<file path="config.mk">
export PLATFORM = sky130hd
export DESIGN_NAME = mdu_ctrl
export DESIGN_NICKNAME = d
export VERILOG_FILES = /design/src/rtl/cpu_defs.sv /design/src/rtl/mdu_div_radix2.sv /design/src/rtl/mdu_ctrl.sv
export SDC_FILE = /design/constraint.sdc
export NUM_CORES = 2
export LEC_CHECK = 0
export ABC_AREA = 1
export CAP_MARGIN = 0
export CORE_MARGIN = 3
export CORE_UTILIZATION = 61
export CTS_CLUSTER_DIAMETER = 30
export CTS_CLUSTER_SIZE = 25
export DETAILED_ROUTE_END_ITERATION = 8
export PLACE_DENSITY_LB_ADDON = 0.2
export RECOVER_POWER = 100
export SLEW_MARGIN = 20
export SYNTH_ARGS = -nofsm -noshare
export SYNTH_HDL_FRONTEND = slang
export SYNTH_HIERARCHICAL = 1
export SYNTH_SLANG_ARGS = --single-unit
</file>
<file path="constraint.sdc">
create_clock -name clk -period 8.9 [get_ports clk]
set_clock_uncertainty 0.2 [all_clocks]
set_input_delay 1.78 -clock clk [delete_from_list [all_inputs] [get_ports clk]]
set_output_delay 1.78 -clock clk [all_outputs]
set_load 0.05 [all_outputs]
</file>
<file path="src/rtl/cpu_defs.sv">
// Shared definitions for the multiply/divide unit: op bit positions,
// controller state encoding and divider iteration count.
package cpu_defs;

  // Bit positions inside the one-hot hi_lo_op group
  localparam int HLOP_DIV   = 0;
  localparam int HLOP_DIVU  = 1;
  localparam int HLOP_MULT  = 2;
  localparam int HLOP_MULTU = 3;
  localparam int HLOP_MTHI  = 4;
  localparam int HLOP_MTLO  = 5;
  localparam int HLOP_MFHI  = 6;
  localparam int HLOP_MFLO  = 7;

  // Radix-2 divider produces one quotient bit per step
  localparam int DIV_ITERS = 32;

  typedef enum logic [1:0] {
    IDLE = 2'd0,
    MUL  = 2'd1,
    DIV  = 2'd2,
    FIX  = 2'd3
  } mdu_state_t;

endpackage

</file>
<file path="src/rtl/mdu_div_radix2.sv">
// Iterative radix-2 restoring divider datapath on unsigned magnitudes.
// load captures the operands; each step retires one quotient bit.
// A zero divisor naturally yields quot=all ones and rem=dividend.
module mdu_div_radix2 (
  input  logic        clk,
  input  logic        load,
  input  logic        step,
  input  logic [31:0] dividend,
  input  logic [31:0] divisor,
  output logic [31:0] quot,
  output logic [31:0] rem
);

  logic [31:0] quot_q, quot_d;
  logic [31:0] rem_q, rem_d;
  logic [31:0] dsr_q, dsr_d;
  logic [32:0] rem_sh;
  logic [32:0] trial;

  // Shift partial remainder, trial-subtract divisor, keep or restore
  always_comb begin
    rem_sh = {rem_q, quot_q[31]};
    trial  = rem_sh - {1'b0, dsr_q};
    quot_d = quot_q;
    rem_d  = rem_q;
    dsr_d  = dsr_q;
    if (load) begin
      quot_d = dividend;
      rem_d  = '0;
      dsr_d  = divisor;
    end else if (step) begin
      if (!trial[32]) begin
        rem_d  = trial[31:0];
        quot_d = {quot_q[30:0], 1'b1};
      end else begin
        rem_d  = rem_sh[31:0];
        quot_d = {quot_q[30:0], 1'b0};
      end
    end
  end

  // Datapath registers; contents are don't-care until a load
  always_ff @(posedge clk) begin
    quot_q <= quot_d;
    rem_q  <= rem_d;
    dsr_q  <= dsr_d;
  end

  assign quot = quot_q;
  assign rem  = rem_q;

endmodule

</file>
<file path="src/rtl/mdu_ctrl.sv">
// Multiply/divide controller for the EX stage. Owns HI/LO, sequences a
// pipelined multiplier and the radix-2 divider, and applies the sign fix.
module mdu_ctrl
  import cpu_defs::*;
#(
  parameter int MUL_LAT = 2
) (
  input  logic        clk,
  input  logic        reset,
  input  logic        op_valid,
  input  logic [7:0]  hi_lo_op,
  input  logic [31:0] src1,
  input  logic [31:0] src2,
  input  logic        flush,
  output logic        op_done,
  output logic [31:0] res,
  output logic        busy,
  output logic [31:0] hi,
  output logic [31:0] lo
);

  mdu_state_t         state_q, state_d;
  logic [4:0]         cnt_q, cnt_d;
  logic [31:0]        hi_q, hi_d, lo_q, lo_d;
  logic signed [32:0] mul_a_q, mul_a_d, mul_b_q, mul_b_d;
  logic               neg_quot_q, neg_quot_d, neg_rem_q, neg_rem_d;
  logic               legal_op, go, is_mul, is_div, div_signed;
  logic               div_load, div_step;
  logic [31:0]        dividend_mag, divisor_mag, div_quot, div_rem;
  logic signed [63:0] prod_p0, prod_out;

  assign legal_op     = $onehot(hi_lo_op);
  assign go           = op_valid & ~flush & legal_op;
  assign is_mul       = hi_lo_op[HLOP_MULT] | hi_lo_op[HLOP_MULTU];
  assign is_div       = hi_lo_op[HLOP_DIV] | hi_lo_op[HLOP_DIVU];
  assign div_signed   = hi_lo_op[HLOP_DIV];
  assign dividend_mag = (div_signed && src1[31]) ? -src1 : src1;
  assign divisor_mag  = (div_signed && src2[31]) ? -src2 : src2;

  // 33x33 signed product of the latched operands; low 64 bits are the result
  assign prod_p0 = 64'(mul_a_q) * 64'(mul_b_q);

  if (MUL_LAT == 1) begin : g_mul_comb
    assign prod_out = prod_p0;
  end else begin : g_mul_pipe
    logic signed [63:0] pipe_q [MUL_LAT-1];
    // Product pipeline so the result lands exactly MUL_LAT cycles after accept
    always_ff @(posedge clk) begin
      pipe_q[0] <= prod_p0;
      for (int i = 1; i < MUL_LAT - 1; i++) pipe_q[i] <= pipe_q[i-1];
    end
    assign prod_out = pipe_q[MUL_LAT-2];
  end

  mdu_div_radix2 u_div (
    .clk      (clk),
    .load     (div_load),
    .step     (div_step),
    .dividend (dividend_mag),
    .divisor  (divisor_mag),
    .quot     (div_quot),
    .rem      (div_rem)
  );

  // State, counter and architectural HI/LO
  always_ff @(posedge clk or posedge reset) begin
    if (reset) begin
      state_q <= IDLE;
      cnt_q   <= '0;
      hi_q    <= '0;
      lo_q    <= '0;
    end else begin
      state_q <= state_d;
      cnt_q   <= cnt_d;
      hi_q    <= hi_d;
      lo_q    <= lo_d;
    end
  end

  // Operand and sign capture at accept; no reset needed
  always_ff @(posedge clk) begin
    mul_a_q    <= mul_a_d;
    mul_b_q    <= mul_b_d;
    neg_quot_q <= neg_quot_d;
    neg_rem_q  <= neg_rem_d;
  end

  // Next state and counter; flush always returns to IDLE
  always_comb begin
    state_d = state_q;
    cnt_d   = cnt_q;
    if (flush) begin
      state_d = IDLE;
      cnt_d   = '0;
    end else begin
      case (state_q)
        IDLE: if (go && is_mul) begin
          state_d = MUL;
          cnt_d   = 5'(MUL_LAT - 1);
        end else if (go && is_div) begin
          state_d = DIV;
          cnt_d   = '0;
        end
        MUL:  if (cnt_q == '0) state_d = IDLE;
              else cnt_d = cnt_q - 5'd1;
        DIV: begin
          cnt_d = cnt_q + 5'd1;
          if (cnt_q == 5'(DIV_ITERS - 1)) state_d = FIX;
        end
        FIX:     state_d = IDLE;
        default: state_d = IDLE;
      endcase
    end
  end

  // Outputs, HI/LO writes and divider control
  always_comb begin
    op_done  = 1'b0;
    res      = '0;
    hi_d     = hi_q;
    lo_d     = lo_q;
    div_load = 1'b0;
    div_step = 1'b0;
    case (state_q)
      IDLE: if (go) begin
        if (hi_lo_op[HLOP_MTHI]) begin op_done = 1'b1; hi_d = src1; end
        if (hi_lo_op[HLOP_MTLO]) begin op_done = 1'b1; lo_d = src1; end
        if (hi_lo_op[HLOP_MFHI]) begin op_done = 1'b1; res = hi_q; end
        if (hi_lo_op[HLOP_MFLO]) begin op_done = 1'b1; res = lo_q; end
        div_load = is_div;
      end
      MUL: if (!flush && cnt_q == '0) begin
        op_done = 1'b1;
        hi_d    = prod_out[63:32];
        lo_d    = prod_out[31:0];
      end
      DIV: div_step = ~flush;
      FIX: if (!flush) begin
        op_done = 1'b1;
        lo_d    = neg_quot_q ? -div_quot : div_quot;
        hi_d    = neg_rem_q ? -div_rem : div_rem;
      end
      default: ;
    endcase
  end

  // Operand latch: sign/zero-extend multiplicands, record divide sign fix
  always_comb begin
    mul_a_d    = mul_a_q;
    mul_b_d    = mul_b_q;
    neg_quot_d = neg_quot_q;
    neg_rem_d  = neg_rem_q;
    if (state_q == IDLE && go && is_mul) begin
      mul_a_d = hi_lo_op[HLOP_MULT] ? {src1[31], src1} : {1'b0, src1};
      mul_b_d = hi_lo_op[HLOP_MULT] ? {src2[31], src2} : {1'b0, src2};
    end
    if (state_q == IDLE && go && is_div) begin
      neg_quot_d = div_signed & (src1[31] ^ src2[31]);
      neg_rem_d  = div_signed & src1[31];
    end
  end

  assign busy = (state_q != IDLE);
  assign hi   = hi_q;
  assign lo   = lo_q;

  // Protocol checks: op held until completion, never more than one op bit
  a_hold_valid: assert property (@(posedge clk) disable iff (reset)
    (state_q != IDLE && !flush) |-> op_valid);
  a_onehot_op: assert property (@(posedge clk) disable iff (reset)
    op_valid |-> $onehot0(hi_lo_op));

endmodule

</file>
Yosys cells after proc, flatten, opt, wreduce, memory -nomap -nowiden
Memories as Yosys holds them, arrays and structs flattened.
Index checks and enable logic that the tools add are counted.
W data, S select, Z words.
{"block": "word_totals", "reg_bits": 235, "ram_bits": 64, "output_inout_bits": 98, "mem_count": 1}
{"block": "op_classes", "n_addsub": 14, "mul": 1, "n_eq_ne": 14, "n_mux": 44, "bitwise": 8, "reduce_logical": 19}
{"memory": "g_mul_pipe.pipe_q", "words": 1, "width": 64, "read_ports": 1, "rd_clocked_by_memory_dff": 0, "wr": 1, "line": "mdu_ctrl.sv:46", "rtl": "logic signed [63:0] pipe_q [MUL_LAT-1];"}
{"op": "$mux W32", "n": 19}
{"op": "$pmux W32 S3", "n": 2}
{"op": "$neg A32 Y32", "n": 4}
{"op": "$mul A33 B33 Y64", "n": 1}
{"op": "$sub A33 B32 Y33", "n": 1}
{"op": "$mux W5", "n": 4}
{"op": "$pmux W5 S3", "n": 1}
{"op": "$mux W1", "n": 11}
{"op": "$mux W2", "n": 5}
{"op": "$ne A2 B2 Y1 const B", "n": 5}
{"op": "$reduce_and A5 Y1", "n": 2}
{"op": "$ne A3 B3 Y1 const B", "n": 3}
{"op": "$add A1 B1 Y2", "n": 4}
{"op": "$logic_and A1 B1 Y1", "n": 8}
{"op": "$pmux W2 S4", "n": 1}
{"op": "$add A2 B2 Y3", "n": 2}
{"op": "$reduce_and A3 Y1", "n": 2}
{"op": "$add A5 B1 Y5 const B", "n": 1}
{"op": "$eq A5 B5 Y1 const B", "n": 1}
{"op": "$logic_not A5 Y1", "n": 1}
{"op": "$sub A5 B1 Y5 const B", "n": 1}
{"op": "$add A3 B3 Y4", "n": 1}
{"op": "$and A1 B1 Y1", "n": 4}
{"op": "$eq A2 B2 Y1 const B", "n": 2}
{"op": "12 further kinds", "n": 14}

Longest topological paths before layout
{"block": "logic_depth", "ltp_word": 10, "mapped_depth": 33, "depth_no_buf": 31}

Modules after synthesis
The synthesis kept the hierarchy.
{"module": "mdu_ctrl", "n_inst": 1, "cells_per_inst": 6664, "area_per_inst_um2": 51987.4, "seq_area_each_um2": 5099.9}
{"module": "mdu_div_radix2", "n_inst": 1, "cells_per_inst": 1003, "area_per_inst_um2": 6606.3, "seq_area_each_um2": 2562.5}

Worst setup path after synthesis
Ideal clock, no wire load.
{"block": "synth_path", "path_type": "input port to flip-flop", "startpoint": "input hi_lo_op[0]", "endpoint": "register u_div.quot_q[0] (netlist: u_div/quot[0]) (enable)", "setup_time_ns": 0.387, "t_arrival_ns": 7.318, "required_time_ns": 8.313, "slack_ns": 0.995, "cell_stages": 18, "n_path_buf": 2, "path_cell_list": "fa_1 > inv_1 > fa_1 > fa_1 > inv_1 > ha_1 > inv_1 > fa_1 > nand4_1 > nor2_1 > nand2_1 > nor2_1 > clkinv_1 > nor2_1 > clkbuf_1 > nor2_1 > clkbuf_1 > inv_1"}
{"block": "synth_between", "elab_chain_len": 8}
{"element": "start: declaration", "line": "mdu_ctrl.sv:11", "rtl": "input logic [7:0] hi_lo_op,"}
{"element": "$add A1 B1 Y2 (not written as such)", "line": "mdu_ctrl.sv:32", "rtl": "assign legal_op = $onehot(hi_lo_op);"}
{"element": "$add A2 B2 Y3 (not written as such)", "line": "mdu_ctrl.sv:32"}
{"element": "$add A3 B3 Y4 (not written as such)", "line": "mdu_ctrl.sv:32"}
{"element": "$eq A4 B1 Y1", "line": "mdu_ctrl.sv:32"}
{"element": "$and A1 B1 Y1", "line": "mdu_ctrl.sv:33", "rtl": "assign go = op_valid & ~flush & legal_op;"}
{"element": "$mux W1 *", "line": "mdu_ctrl.sv:125", "rtl": "IDLE: if (go) begin"}
{"element": "$mux W1 *", "line": "mdu_ctrl.sv:124", "rtl": "case (state_q)"}
{"element": "via div_load", "line": "mdu_ctrl.sv:28", "rtl": "logic div_load, div_step;"}
{"element": "$reduce_bool A2 Y1 (no source line) *"}
{"element": "end signal: assignment", "line": "mdu_div_radix2.sv:44", "rtl": "quot_q <= quot_d;"}
{"element": "end: declaration", "line": "mdu_div_radix2.sv:14", "rtl": "logic [31:0] quot_q, quot_d;"}
The timed path passes the listed nets; every way through them passes the cells marked *.
A chain may end at the register's enable or synchronous reset.

Final worst setup path
{"block": "layout_path", "startpoint": "input hi_lo_op[0]", "endpoint": "output op_done"}
{"block": "layout_between", "elab_chain_len": 7}
{"element": "$add A1 B1 Y2 (not written as such)", "line": "mdu_ctrl.sv:32"}
{"element": "$add A2 B2 Y3 (not written as such)", "line": "mdu_ctrl.sv:32"}
{"element": "$add A3 B3 Y4 (not written as such)", "line": "mdu_ctrl.sv:32"}
{"element": "$eq A4 B1 Y1", "line": "mdu_ctrl.sv:32"}
{"element": "$and A1 B1 Y1", "line": "mdu_ctrl.sv:33"}
{"element": "$mux W1", "line": "mdu_ctrl.sv:125"}
{"element": "$pmux W1 S3", "line": "mdu_ctrl.sv:124"}
{"element": "end: declaration", "line": "mdu_ctrl.sv:15", "rtl": "output logic op_done,"}
Every way passes these cells.

==> metrics.md <==
| Metric | Value |
|---|---|
| Yosys warning count | 6 |
| CTS Hold Bufs | 0 |
| Starting Density | 61.6% |
| CTS Buffer Depth | 3 |
| Max-slew headroom | -169% |
| Cts repair resizes | 0 |
| R2R Setup Slk | 0.58 ns |
| Worst R2R Start | mul_b_q[10] |
| Critical Path Source Type | input pin |
| TritonCTS Buffers | 69 |
| Setup Total Neg Slack | 0 ns |
| Area of the multi-input gates | 0.0414 mm^2 |
| Max-slew violation count | 263 |
| Final hold vios | 0 |
| Reg2reg end | g_mul_pipe.pipe_q[0][32] |
| Detail Placement HPWL | 159 mm |
| Critical Setup Path Class | in -> out |
| Register area share after synthesis | 13.1% |
| # rows | 113 |
| Core Area | 0.0952 mm^2 |
| Clock latency at the later pin of the worst-skew pair | 0.61 ns |
| Hold_ws | 0.310 ns |
| GP Congestion | 1.04 |
| H-Tree Depth | 3 |
| CP arrival | 6.39 ns |
| Wire per inst | 21.2 um |
| Number of synthesized flops with an enable pin | 132 |
| Final Non-Filler Cells | 9057 |
| IO Count | 174 |
| Flops & latches, synth | 299 |
| Tmin final | 8.37 ns |
| Post-layout net count | 9198 |
| Vias per cell | 5.47 |
| Synth unique cells | 57 |
| Layout cells sized above 1 | 4.25% |
| Die Area | 0.0998 mm^2 |
| Final Util | 67.3% |
| Sequential Area | 0.00766 mm^2 |
| DRT Pass-1 Iters | 6 |
| Antenna Nets Post-Route | 0 |
| Worst Hold Class | reg -> reg |
| CTS root buf | clkbuf_16 |
| Crit. End Element | primary output |
| I/O Buffers | 173 |
| Die Wd | 316 um |
| WP data required | 6.92 ns |
| Asr flop ratio synth | 23.7% |
| Vias in the first global route | 52.0k |
| Placed Cells | 8922 |
| Area Overhead vs Synth | 9.32% |
| Least-Margin Pin Slew | 4.03 ns |
| RSZ-0062 raised after global routing | false |
| First-pass GRT wire length | 298 mm |
| DIE HEIGHT | 316 um |
| Largest net degree at the start of global routing | 72 |
| Clk sinks | 299 |
| Setup bufs post-CTS | 0 |
| Worst-path clk slew | 0.05 ns |
| Violated checks | max-capacitance violations, max-slew violations |
| Fin crit share | 94.1% |
| Main synth FF type | edfxtp_1 |
| Max Clock Freq | 0.119 GHz |
| Status | complete, but fails checks |
| Worst hold endpoint | lo[6] |
| Aggregate global routing overflow | 0 |
| CTS tree | yes |
| DRC | 0 |
| # setup viols final | 0 |
| Tot GR Track Use | 39.7% |
| Net Count, Synth | 9133 |
| Max-cap violations | 6 |
| Beginning of the worst hold path | lo[6] |
| Post-synthesis cell area | 0.0586 mm^2 |
| Worst-path fanout max | 3 |
| Syn Area/Cell | 7.64 um^2 |
| Hold Path Cell Cnt | 2 |
| Vias | 49.5k |
| R2R depth | 22 |
| FILL cells | 8153 |
| Gate Count Post-Synth | 7667 |
| Final WL | 192 mm |
| Iter 0 DRT Violations | 4648 |
| Antenna violations before repair | 10 |
-- critical path, stage by stage --
cell	delay, ns
dlygate4sd3_1	0.66
fa_1	0.57
inv_1	0.05
fa_1	0.49
fa_1	0.41
inv_1	0.07
ha_1	0.16
inv_1	0.06
fa_1	0.53
nand4_1	0.09
nor2_1	0.14
nand2_1	0.10
nor2_1	0.14
o41ai_1	0.09
a21oi_1	0.14
dlygate4sd3_1	0.88
-- synth_stat cells (all sizes together) (10+ instances only) --
master	n	area, um^2
o21a	10	75.1
fa	1131	22600
clkbuf	312	1170
nand4	40	250
a21oi	148	748
nand2	2070	7820
inv	2165	8130
nor3	52	265
o21bai	16	120
a22oi	33	248
a31oi	13	81.3
edfxtp	132	3960
nor2	416	1580
a211oi	30	225
xor2	104	911
o211ai	25	215
nand3	218	1100
o21ai	129	646
nand3b	10	75.1
dfxtp	96	1920
ha	259	3240
xnor2	33	289
a21boi	33	248
or2	44	275
buf	24	190
dfrtp	71	1780
-- worst max-delay path by stage --
stage	end	cells past startpoint	start	slack [ns]
after floorplan	u_div/quot[0]	18	hi_lo_op[0]	1.0
after global routing	u_div/rem[10]	21	hi_lo_op[0]	0.18
after detailed placement	op_done	16	hi_lo_op[0]	0.65
final	op_done	16	hi_lo_op[0]	0.53
after global placement	op_done	16	hi_lo_op[0]	0.57
after CTS	op_done	16	hi_lo_op[0]	0.66
-- sequential cells by signal, summed over array words and instances (netlist names) --
register,cells
g_mul_pipe.pipe_q,64
mul_a_q,33
mul_b_q,33
hi,32
lo,32
u_div/dsr_q,32
u_div/quot,32
u_div/rem,32
cnt_q,5
state_q,2
neg_quot_q,1
neg_rem_q,1
-- final cells by class --
class	count	share of cell area [%]
multi-input combinational	4866	64.7
inverter	2166	12.7
sequential	299	12.0
timing repair buffer	330	4.42
clock buffer	76	2.80
tap	1265	2.47
clock inverter	52	0.940
antenna	3	0.0117
-- cells in the final DEF (no fill, tap or decap), types with 9 or more instances in the layout --
| master | netlist | layout |
|---|---|---|
| o21bai_1 | 16 | 16 |
| inv_1 | 2158 | 2158 |
| nand2_1 | 2055 | 2056 |
| nand3b_1 | 10 | 10 |
| xor2_1 | 104 | 104 |
| or2_2 | 28 | 28 |
| nand3_1 | 217 | 217 |
| nor3_1 | 51 | 51 |
| edfxtp_1 | 132 | 132 |
| o21ai_0 | 125 | 127 |
| buf_12 | 0 | 12 |
| xnor2_1 | 33 | 33 |
| a211oi_1 | 30 | 30 |
| clkbuf_16 | 0 | 70 |
| dlygate4sd3_1 | 0 | 133 |
| a31oi_1 | 13 | 13 |
| a21boi_0 | 12 | 32 |
| ha_1 | 259 | 258 |
| buf_4 | 3 | 126 |
| nor2_1 | 409 | 405 |
| o21a_1 | 10 | 10 |
| a21oi_1 | 146 | 146 |
| dfrtp_1 | 71 | 71 |
| nand2_2 | 12 | 11 |
| nand4_1 | 40 | 40 |
| clkbuf_1 | 312 | 49 |
| a22oi_1 | 33 | 33 |
| fa_1 | 1131 | 1131 |
| dfxtp_1 | 96 | 96 |
| o211ai_1 | 23 | 24 |
| nor2_2 | 6 | 9 |
| or2_1 | 14 | 13 |
| inv_6 | 0 | 12 |
-- per-layer routing --
layer | wire [um] | track usage (%)
met1 | 69400 | 48.0
met2 | 92200 | 66.0
met5 | 49 | 0
met3 | 16900 | 7.64
met4 | 13700 | 24.0
-- stage by stage --
step                      area [um^2]  setup WS [ns]
final                           64100          0.528
after global routing            64100          0.177
after CTS                       64600          0.658
after detailed placement        62200          0.650
after global placement          62200          0.568
after floorplan                 58600          0.995
-- cells by family (layout without fill, tap and decap cells) --
| group | after synthesis | count (layout) | synth area share (%) |
|---|---|---|---|
| simple gates | 2872 | 2872 | 19.6 |
| buf+inv | 2502 | 2624 | 16.2 |
| fa+ha+maj | 1390 | 1390 | 44.2 |
| compound gates | 467 | 467 | 4.86 |
| flops | 299 | 299 | 13.1 |
| xor+xnor | 137 | 137 | 2.05 |
| other cells | 0 | 3 | 0 |
Power is left out: the tool's default activity adds up to more than one toggle a clock period on the data nets, which glitch-free logic cannot reach.
